`src/rtl/instr_fetch_unit_if.sv`:
```
`default_nettype none
// ============================================================================
// Module   : instr_fetch_unit_if
// Purpose  : Bundles the instruction-memory bus, the redirect request and the
//            instruction stream between the fetch unit and its neighbours.
// Revision : 1.0  initial release
// ============================================================================
interface instr_fetch_unit_if #(
  parameter int DATA_WIDTH = 16
);
  logic                    mem_req;
  logic [DATA_WIDTH-1:0]   mem_addr;
  logic                    mem_gnt;
  logic                    mem_rvalid;
  logic [2*DATA_WIDTH-1:0] mem_rdata;
  logic                    redirect_valid;
  logic [DATA_WIDTH-1:0]   redirect_pc;
  logic                    instr_valid;
  logic                    instr_ready;
  logic [DATA_WIDTH-1:0]   instr_opcode;
  logic [DATA_WIDTH-1:0]   instr_operand;
  logic [DATA_WIDTH-1:0]   instr_pc;

  // master: the fetch unit; slave: memory, redirect source and consumer
  modport master (
    output mem_req, mem_addr,
    input  mem_gnt, mem_rvalid, mem_rdata,
    input  redirect_valid, redirect_pc,
    output instr_valid, instr_opcode, instr_operand, instr_pc,
    input  instr_ready
  );

  modport slave (
    input  mem_req, mem_addr,
    output mem_gnt, mem_rvalid, mem_rdata,
    output redirect_valid, redirect_pc,
    input  instr_valid, instr_opcode, instr_operand, instr_pc,
    output instr_ready
  );
endinterface
`default_nettype wire

```
`src/rtl/instr_fetch_unit.sv`:
```
`default_nettype none
// ============================================================================
// Module   : instr_fetch_unit
// Purpose  : In-order instruction fetch with credit-limited issue, a response
//            FIFO and redirect flush. Optional IFETCH_PERF_EN adds stall and
//            flush performance counters.
// Revision : 1.0  initial release
// ============================================================================
module instr_fetch_unit #(
  parameter int DATA_WIDTH      = 16,
  parameter int FIFO_DEPTH      = 4,
  parameter int MAX_OUTSTANDING = 2
) (
  input  wire logic          clk,
  input  wire logic          reset_n,
  instr_fetch_unit_if.master bus
`ifdef IFETCH_PERF_EN
  ,
  output logic [31:0]        perf_stall_cycles,
  output logic [15:0]        perf_flush_count
`endif
);

  localparam int c_ptr_w = $clog2(FIFO_DEPTH);
  localparam int c_cnt_w = $clog2(FIFO_DEPTH + 1);
  localparam int c_ent_w = 3 * DATA_WIDTH;
  localparam logic [c_cnt_w:0]   c_depth   = (c_cnt_w + 1)'(FIFO_DEPTH);
  localparam logic [c_cnt_w-1:0] c_max_out = c_cnt_w'(MAX_OUTSTANDING);

  logic                  r_active;
  logic [DATA_WIDTH-1:0] r_fetch_addr;
  logic [DATA_WIDTH-1:0] r_resp_pc;
  logic [c_cnt_w-1:0]    r_outstanding;
  logic [c_cnt_w-1:0]    r_drop_cnt;
  logic [c_cnt_w-1:0]    r_count;
  logic [c_ptr_w-1:0]    r_wr_ptr;
  logic [c_ptr_w-1:0]    r_rd_ptr;
  logic [c_ent_w-1:0]    r_fifo_mem [FIFO_DEPTH];
  logic [c_ent_w-1:0]    r_last;

  logic                  w_credit;
  logic                  w_req;
  logic                  w_gnt;
  logic                  w_rsp;
  logic                  w_drop;
  logic                  w_push;
  logic                  w_valid;
  logic                  w_pop;
  logic [c_ent_w-1:0]    w_head;
  logic [c_ent_w-1:0]    w_out;
  logic [c_cnt_w-1:0]    w_outstanding_nxt;
  logic [c_cnt_w-1:0]    w_count_nxt;

  // Outstanding reads hold FIFO slots in reserve so a push always has room.
  assign w_credit = (r_outstanding < c_max_out) &&
                    (({1'b0, r_outstanding} + {1'b0, r_count}) < c_depth);
  assign w_req    = r_active & ~bus.redirect_valid & w_credit;
  assign w_gnt    = w_req & bus.mem_gnt;
  assign w_rsp    = bus.mem_rvalid & (r_outstanding != '0);
  assign w_drop   = w_rsp & (r_drop_cnt != '0);
  assign w_push   = w_rsp & ~w_drop & ~bus.redirect_valid;
  assign w_valid  = (r_count != '0);
  assign w_pop    = w_valid & bus.instr_ready & ~bus.redirect_valid;
  assign w_head   = r_fifo_mem[r_rd_ptr];
  assign w_out    = w_valid ? w_head : r_last;

  assign bus.mem_req       = w_req;
  assign bus.mem_addr      = r_fetch_addr;
  assign bus.instr_valid   = w_valid;
  assign bus.instr_opcode  = w_out[c_ent_w-1 -: DATA_WIDTH];
  assign bus.instr_operand = w_out[2*DATA_WIDTH-1 -: DATA_WIDTH];
  assign bus.instr_pc      = w_out[DATA_WIDTH-1:0];

  always_comb begin
    w_outstanding_nxt = r_outstanding;
    case ({w_gnt, w_rsp})
      2'b10:   w_outstanding_nxt = r_outstanding + c_cnt_w'(1);
      2'b01:   w_outstanding_nxt = r_outstanding - c_cnt_w'(1);
      default: w_outstanding_nxt = r_outstanding;
    endcase
  end

  always_comb begin
    w_count_nxt = r_count;
    case ({w_push, w_pop})
      2'b10:   w_count_nxt = r_count + c_cnt_w'(1);
      2'b01:   w_count_nxt = r_count - c_cnt_w'(1);
      default: w_count_nxt = r_count;
    endcase
  end

  always_ff @(posedge clk or negedge reset_n) begin
    if (!reset_n) begin
      r_active      <= 1'b0;
      r_fetch_addr  <= '0;
      r_resp_pc     <= '0;
      r_outstanding <= '0;
      r_drop_cnt    <= '0;
      r_count       <= '0;
      r_wr_ptr      <= '0;
      r_rd_ptr      <= '0;
      r_last        <= '0;
    end else begin
      r_active      <= 1'b1;
      r_outstanding <= w_outstanding_nxt;
      if (w_valid) begin
        r_last <= w_head;
      end
      if (bus.redirect_valid) begin
        // Everything still in flight belongs to the abandoned path.
        r_fetch_addr <= bus.redirect_pc;
        r_resp_pc    <= bus.redirect_pc;
        r_drop_cnt   <= r_outstanding - c_cnt_w'(w_rsp);
        r_count      <= '0;
        r_wr_ptr     <= '0;
        r_rd_ptr     <= '0;
      end else begin
        r_count <= w_count_nxt;
        if (w_gnt) begin
          r_fetch_addr <= r_fetch_addr + 1'b1;
        end
        if (w_drop) begin
          r_drop_cnt <= r_drop_cnt - c_cnt_w'(1);
        end
        if (w_push) begin
          r_wr_ptr  <= r_wr_ptr + 1'b1;
          r_resp_pc <= r_resp_pc + 1'b1;
        end
        if (w_pop) begin
          r_rd_ptr <= r_rd_ptr + 1'b1;
        end
      end
    end
  end

  always_ff @(posedge clk) begin
    if (w_push) begin
      r_fifo_mem[r_wr_ptr] <= {bus.mem_rdata, r_resp_pc};
    end
  end

`ifdef IFETCH_PERF_EN
  always_ff @(posedge clk or negedge reset_n) begin
    if (!reset_n) begin
      perf_stall_cycles <= '0;
      perf_flush_count  <= '0;
    end else begin
      if (bus.instr_ready && !w_valid && (perf_stall_cycles != '1)) begin
        perf_stall_cycles <= perf_stall_cycles + 32'd1;
      end
      if (bus.redirect_valid && (perf_flush_count != '1)) begin
        perf_flush_count <= perf_flush_count + 16'd1;
      end
    end
  end
`endif

endmodule
`default_nettype wire

```
`src/flat_wrapper.sv`:
```
// flat-port wrapper written by rule: the top's interface ports become plain ports
module instr_fetch_unit_flat 
#(
  parameter int DATA_WIDTH      = 16,
  parameter int FIFO_DEPTH      = 4,
  parameter int MAX_OUTSTANDING = 2
)
  (clk, reset_n, bus_mem_req, bus_mem_addr, bus_mem_gnt, bus_mem_rvalid, bus_mem_rdata, bus_redirect_valid, bus_redirect_pc, bus_instr_valid, bus_instr_opcode, bus_instr_operand, bus_instr_pc, bus_instr_ready);
  instr_fetch_unit_if #(.DATA_WIDTH(DATA_WIDTH)) bus_i ();
  input  wire logic clk;
  input  wire logic reset_n;
  output wire logic [$bits(bus_i.mem_req)-1:0] bus_mem_req;
  output wire logic [$bits(bus_i.mem_addr)-1:0] bus_mem_addr;
  input wire logic [$bits(bus_i.mem_gnt)-1:0] bus_mem_gnt;
  input wire logic [$bits(bus_i.mem_rvalid)-1:0] bus_mem_rvalid;
  input wire logic [$bits(bus_i.mem_rdata)-1:0] bus_mem_rdata;
  input wire logic [$bits(bus_i.redirect_valid)-1:0] bus_redirect_valid;
  input wire logic [$bits(bus_i.redirect_pc)-1:0] bus_redirect_pc;
  output wire logic [$bits(bus_i.instr_valid)-1:0] bus_instr_valid;
  output wire logic [$bits(bus_i.instr_opcode)-1:0] bus_instr_opcode;
  output wire logic [$bits(bus_i.instr_operand)-1:0] bus_instr_operand;
  output wire logic [$bits(bus_i.instr_pc)-1:0] bus_instr_pc;
  input wire logic [$bits(bus_i.instr_ready)-1:0] bus_instr_ready;
  assign bus_mem_req = bus_i.mem_req;
  assign bus_mem_addr = bus_i.mem_addr;
  assign bus_i.mem_gnt = bus_mem_gnt;
  assign bus_i.mem_rvalid = bus_mem_rvalid;
  assign bus_i.mem_rdata = bus_mem_rdata;
  assign bus_i.redirect_valid = bus_redirect_valid;
  assign bus_i.redirect_pc = bus_redirect_pc;
  assign bus_instr_valid = bus_i.instr_valid;
  assign bus_instr_opcode = bus_i.instr_opcode;
  assign bus_instr_operand = bus_i.instr_operand;
  assign bus_instr_pc = bus_i.instr_pc;
  assign bus_i.instr_ready = bus_instr_ready;
  instr_fetch_unit #(.DATA_WIDTH(DATA_WIDTH), .FIFO_DEPTH(FIFO_DEPTH), .MAX_OUTSTANDING(MAX_OUTSTANDING)) u_core (.clk(clk), .reset_n(reset_n), .bus(bus_i));
endmodule
```
`config.mk`:
```
export PLATFORM = sky130hd
export DESIGN_NAME = instr_fetch_unit_flat
export DESIGN_NICKNAME = d
export VERILOG_FILES = /design/src/rtl/instr_fetch_unit_if.sv /design/src/rtl/instr_fetch_unit.sv /design/src/flat_wrapper.sv
export SDC_FILE = /design/constraint.sdc
export NUM_CORES = 1
export LEC_CHECK = 0
export CORE_ASPECT_RATIO = 0.6
export CORE_MARGIN = 5
export CORE_UTILIZATION = 51
export CTS_CLUSTER_SIZE = 8
export DETAILED_ROUTE_END_ITERATION = 7
export GPL_ROUTABILITY_DRIVEN = 1
export PLACE_DENSITY = 0.76
export REMOVE_ABC_BUFFERS = 1
export SLEW_MARGIN = 20
export SYNTH_ARGS = -nofsm -noshare
export SYNTH_HDL_FRONTEND = slang
export SYNTH_SLANG_ARGS = --single-unit
```
`constraint.sdc`:
```
create_clock -name clk -period 3.1 [get_ports clk]
set_input_delay 0.31 -clock clk [delete_from_list [all_inputs] [get_ports clk]]
set_output_delay 0.31 -clock clk [all_outputs]
set_load 0.02 [all_outputs]
```
# Yosys cells after proc, flatten, opt, wreduce, memory -nomap -nowiden
# Memory sizes are Yosys's and may differ from the RTL's.
# Cells that the tools add are included.
[classes]
addsub = 11
magnitude_cmp = 2
eq_ne = 4
n_mux = 16
n_bitwise = 11
n_reduce_logical = 10
[ops]
columns = ["op", "n"]
rows = [
  ["2-to-1 mux 16 bit", 4],
  ["2-to-1 mux 48 bit", 1],
  ["adder 16 x 1 -> 16 bit, second input constant", 2],
  ["case mux 3 bit (2 select lines)", 2],
  ["nonzero test 3 bit", 4],
  ["nonzero test 2 bit", 5],
  ["bitwise AND 1 bit", 9],
  ["2-to-1 mux 3 bit", 3],
  ["subtractor 3 x 1 -> 3 bit, second input constant", 3],
  ["2-to-1 mux 2 bit", 4],
  ["adder 3 x 1 -> 3 bit, second input constant", 2],
  ["adder 2 x 1 -> 2 bit, second input constant", 2],
  ["adder 3 x 3 -> 4 bit", 1],
  ["== test 2 x 1 -> 1 bit, second input constant", 2],
  ["== test 2 bit, second input constant", 2],
  ["< comparator 4 x 3 -> 1 bit, second input constant", 1],
  ["< comparator 3 x 2 -> 1 bit, second input constant", 1],
  ["subtractor 3 x 1 -> 3 bit", 1],
  ["2-to-1 mux 1 bit", 2],
  ["inverter 1 bit", 2],
  ["logical AND 1 bit", 1],
]
[word_totals]
ff_bits = 94
ram_bits = 192
out_inout_bits = 66
wordCells = 64
n_memories = 1
[mem_list]
columns = ["name", "words", "word_bits", "rd", "rd_ports_with_merged_regs", "wr", "line_no", "source"]
rows = [
  ["u_core.r_fifo_mem", 4, 48, 1, 0, 1, "instr_fetch_unit.sv:38", "logic [c_ent_w-1:0] r_fifo_mem [FIFO_DEPTH];"],
]

# Logic depth before layout (Yosys ltp)
[logic_depth]
depth_word = 9
ltp_mapped = 11
ltp_nobuf = 10

# Least setup slack after synthesis
# Ideal clock, no wire load.
[synth_path]
kind = "flip-flop to flip-flop"
startpoint = "reg u_core.r_drop_cnt[0]"
endpoint = "mem u_core.r_fifo_mem[2][0] (netlist name), enable pin"
setup_ns = 0.411
arrival_ns = 2.435
path_slack_ns = 0.255
stages_incl_launch_ff = 7
period_less_slack_ns = 2.845
path_cell_list = "dfrtp_1 inv_1 ha_1 nor2b_1 and2_1 buf_2 and3_1"
[synth_via]
elab_chain_len = 7
[synth_rtl]
columns = ["item", "line_no", "source"]
rows = [
  ["start: declaration", "instr_fetch_unit.sv:34", "logic [c_cnt_w-1:0] r_drop_cnt;"],
  ["start signal: assignment", "instr_fetch_unit.sv:113", "r_drop_cnt <= r_outstanding - c_cnt_w'(w_rsp);"],
  ["start signal: assignment", "instr_fetch_unit.sv:123", "r_drop_cnt <= r_drop_cnt - c_cnt_w'(1);"],
  ["nonzero test 3 bit", "instr_fetch_unit.sv:60", "assign w_drop = w_rsp & (r_drop_cnt != '0);"],
  ["bitwise AND 1 bit", "instr_fetch_unit.sv:60", ""],
  ["inverter 1 bit", "instr_fetch_unit.sv:61", "assign w_push = w_rsp & ~w_drop & ~bus.redirect_valid;"],
  ["bitwise AND 1 bit (2 in series)", "instr_fetch_unit.sv:61", ""],
  ["2-to-1 mux 1 bit", "instr_fetch_unit.sv:137", "if (w_push) begin"],
  ["2-to-1 mux 1 bit (implied by the code)", "instr_fetch_unit.sv:138", "r_fifo_mem[r_wr_ptr] <= {bus.mem_rdata, r_resp_pc};"],
  ["end: declaration", "instr_fetch_unit.sv:38", ""],
]
# Every way passes these cells.

# Worst setup path after layout
[layout_path]
startpoint = "reg u_core.r_count[0]"
endpoint = "out bus_instr_operand[3]"
[layout_via]
elab_chain_len = 2
[layout_rtl]
columns = ["item", "line_no", "source"]
rows = [
  ["start: declaration", "instr_fetch_unit.sv:35", "logic [c_cnt_w-1:0] r_count;"],
  ["start signal: assignment", "instr_fetch_unit.sv:118", "r_count <= w_count_nxt;"],
  ["nonzero test 3 bit", "instr_fetch_unit.sv:62", "assign w_valid = (r_count != '0);"],
  ["2-to-1 mux 48 bit", "instr_fetch_unit.sv:65", "assign w_out = w_valid ? w_head : r_last;"],
  ["end: declaration", "flat_wrapper.sv:21", "output wire logic [$bits(bus_i.instr_operand)-1:0] bus_instr_operand;"],
]
# Every way passes these cells.

==> run metrics <==
status=finished, final reports clean; Starting Density=51.6%; final setup margin=0.0902 ns; Psw=4.15 mW; Area after DPL=13000 sq um; reg2reg end=u_core.r_count[2]$_DFFE_PN0P_; Fmax=0.332 GHz; layout cells sized above 1=22.1%; top post-synthesis cells by area=edfxtp_1, dfrtp_1, mux4_2; Max transition margin=53.5%; total gr overflow=0; GR Util met2=30.3%; CTS Buf Count=41; Clock Latency Late Sink=0.51 ns; Hold Violations, Final=0; number of DRC markers in iteration 0=558; worst path cell trace=or3_2 > buf_8 > mux2_2 > clkdlybuf4s50_1; Startpoint Class=flip-flop; initial antenna violation count=1; Critical Path AT=2.70 ns; CP Max Fanout=50; pre-CTS WS=0.426 ns; critical path class=flip-flop to output port; Layout Area Growth over Synthesis=26.0%; H-tree depth=2; met3 usage in global routing=4.92%; Main synth FF type=edfxtp_1; Final Max Tran Viols=0; CTS tree=yes; Ant. Diodes=0; Most Used Layer, Global Route=met2; Non-Filler Instances=1110; number of distinct library cells after synthesis=46; RD Place Congestion=0.856; final core utilization=65.0%; worst hold path class=input port to asynchronous set/reset pin; DRC=0; DP Wirelength=15000 um; min cycle time layout=3.01 ns; Die Wd=202 um; Crit path max-delay family=buffers and inverters; Die Area=25400 sq um; Synth top area share=50.9%; critical path's largest stage delay=0.63 ns; # Max-Cap Violations=0; largest net degree at the start of global routing=51; Reg clk slew, reported paths=0.05 ns; height of the die=125 um; # IOs=120; number of cells after detailed placement=1033; Logic pwr share=34.6%; Power Density=967 nW/um^2; number of synthesized register bits=286; Rows=42; cells after synthesis=637; Via density=5.68; routed len/inst=21.5 um; Slowest-stage cell, CP=clkdlybuf4s50_1; Synth async-reset ratio=32.9%; Core Box Area=22000 sq um; Cell Area, Synth=11300 sq um; Via Count=6301; reg-to-reg startpoint=u_core.r_count[0]$_DFFE_PN0P_; Total GRT Usage=19.2%; Crit path required time=2.79 ns; FF-to-FF setup slack=0.57 ns; endpoint class of the critical path=output port; register share of total power=35.7%; unrepaired setup endpoints after global routing=no; vias in the first global route=6831; Hold Worst Slack=0.328 ns; Leak=5.03 nW; root buffer selected by CTS=clkbuf_16; critical path buffer and inverter count=2; Commonest cells post-synth=edfxtp_1, dfrtp_1, mux2_2, mux4_2, nand2_1; TritonRoute pass-1 iters=5; CTS max path bufs=3; Pint=9.65 mW; met1 GRT Util=27.6%; Finished Cell Area=14300 sq um; Total Wirelength=23900 um; Synth area leader=edfxtp_1; top-count cell post-synth=edfxtp_1; peak ir drop on the vdd network=614 uV; Final ANT Viol Nets=0; Synth Area per Inst=17.8 sq um; global-route wire length before repair=38400 um; skew final=0.0132 ns; post-synthesis sequential area ratio=71.6%; Clock power frac=29.7%; Final period util=97.1%; clock sink count=286; r2r worst-path depth=7; layout net count=862; Critical path origin=u_core.r_count[0]$_DFFE_PN0P_; Synthesis Warnings=0; Slew @ Worst Pin=0.691 ns; Sw Share=30.1%; Buffers on Ports=119; Post-synth EDFFs=192; final setup violation count=0
[logic make-up after synthesis]
| family | after synthesis | share of synthesized area, % |
|---|---|---|
| AOI/OAI and AO/OA | 53 | 2.89 |
| buffers and inverters | 40 | 1.42 |
| adders and majority gates | 15 | 1.79 |
| muxes | 106 | 15.3 |
| xor gates and xnor gates | 29 | 2.24 |
| other | 1 | 0.0331 |
| DFF | 286 | 71.6 |
| and+or+nand+nor | 107 | 4.74 |
[worst max-delay path by stage]
stage | cells past startpoint | end
2_1_floorplan | 2 | bus_instr_opcode[0]
6_report | 4 | bus_instr_operand[3]
5_1_grt | 4 | bus_instr_operand[3]
3_5_place_dp | 10 | u_core.r_count[2]$_DFFE_PN0P_
3_3_place_gp | 4 | bus_instr_operand[5]
4_1_cts | 4 | bus_instr_operand[3]
[per-layer routing]
metal / vias up / wire length, um
met4: 2 / 310
met5: - / 12
li1: 2786 / -
met2: 212 / 11300
met1: 3264 / 10800
met3: 37 / 1500
[metrics by stage]
step,power (mW),TNS (ns)
floorplan,7.75,-10.72
global placement,9.67,0
detailed placement,9.78,0
CTS,14.0,0
global route,14.5,0
finish,13.8,0
[repair_timing]
item | 4_1_cts | 5_1_grt
resized for setup | 1 | 2
setup buffers | 2 | 0
hold endpoints to repair | 34 | 0
setup endpoints to repair | 38 | 4
hold buffers | 1 | 0
[cells in the final DEF (no fill, tap or decap), drive strengths merged, types with 2 or more instances in the layout]
master,n
nor3,3
a21oi,7
o211ai,2
xnor2,14
or3,2
clkbuf,73
o21ai,26
and2,3
nor2b,2
o31ai,2
or4,2
o311ai,9
nand3,17
fa,2
nor4,4
nand4,6
inv,14
and3,7
mux2,54
dfrtp,94
nor2,23
mux4,48
edfxtp,192
xor2,15
mux2i,4
ha,13
buf,21
a31oi,4
nand2,32
clkdlybuf4s50,118
[sequential cells by signal, indices dropped and copies added, names as in the netlist]
| register | flops |
|---|---|
| u_core.r_wr_ptr | 2 |
| u_core.r_last | 48 |
| u_core.r_fifo_mem | 192 |
| u_core.r_drop_cnt | 3 |
| u_core.r_resp_pc | 16 |
| u_core.bus.mem_addr | 16 |
| u_core.r_outstanding | 3 |
| u_core.r_count | 3 |
| u_core.r_rd_ptr | 2 |
| u_core.r_active | 1 |
[power groups by stage]
| stage | clock (mW) | sequential (mW) | combinational [mW] |
|---|---|---|---|
| 6_report | 4.09 | 4.93 | 4.78 |
| 5_1_grt | 4.39 | 4.98 | 5.10 |
| 4_1_cts | 4.19 | 4.93 | 4.85 |
| 3_5_place_dp | 0 | 5.02 | 4.76 |
| 3_3_place_gp | 0 | 4.99 | 4.67 |
| 2_1_floorplan | 0 | 5.05 | 2.70 |
[final cells by class]
type | instances | area, sq um
clock inverter | 1 | 8.76
tap | 286 | 358
sequential | 286 | 8120
timing repair buffer | 140 | 1480
fill | 1496 | 7690
inverter | 13 | 48.8
clock buffer | 73 | 1200
multi-input combinational | 311 | 3060
Note: power is estimated with default switching activity, not from simulation.
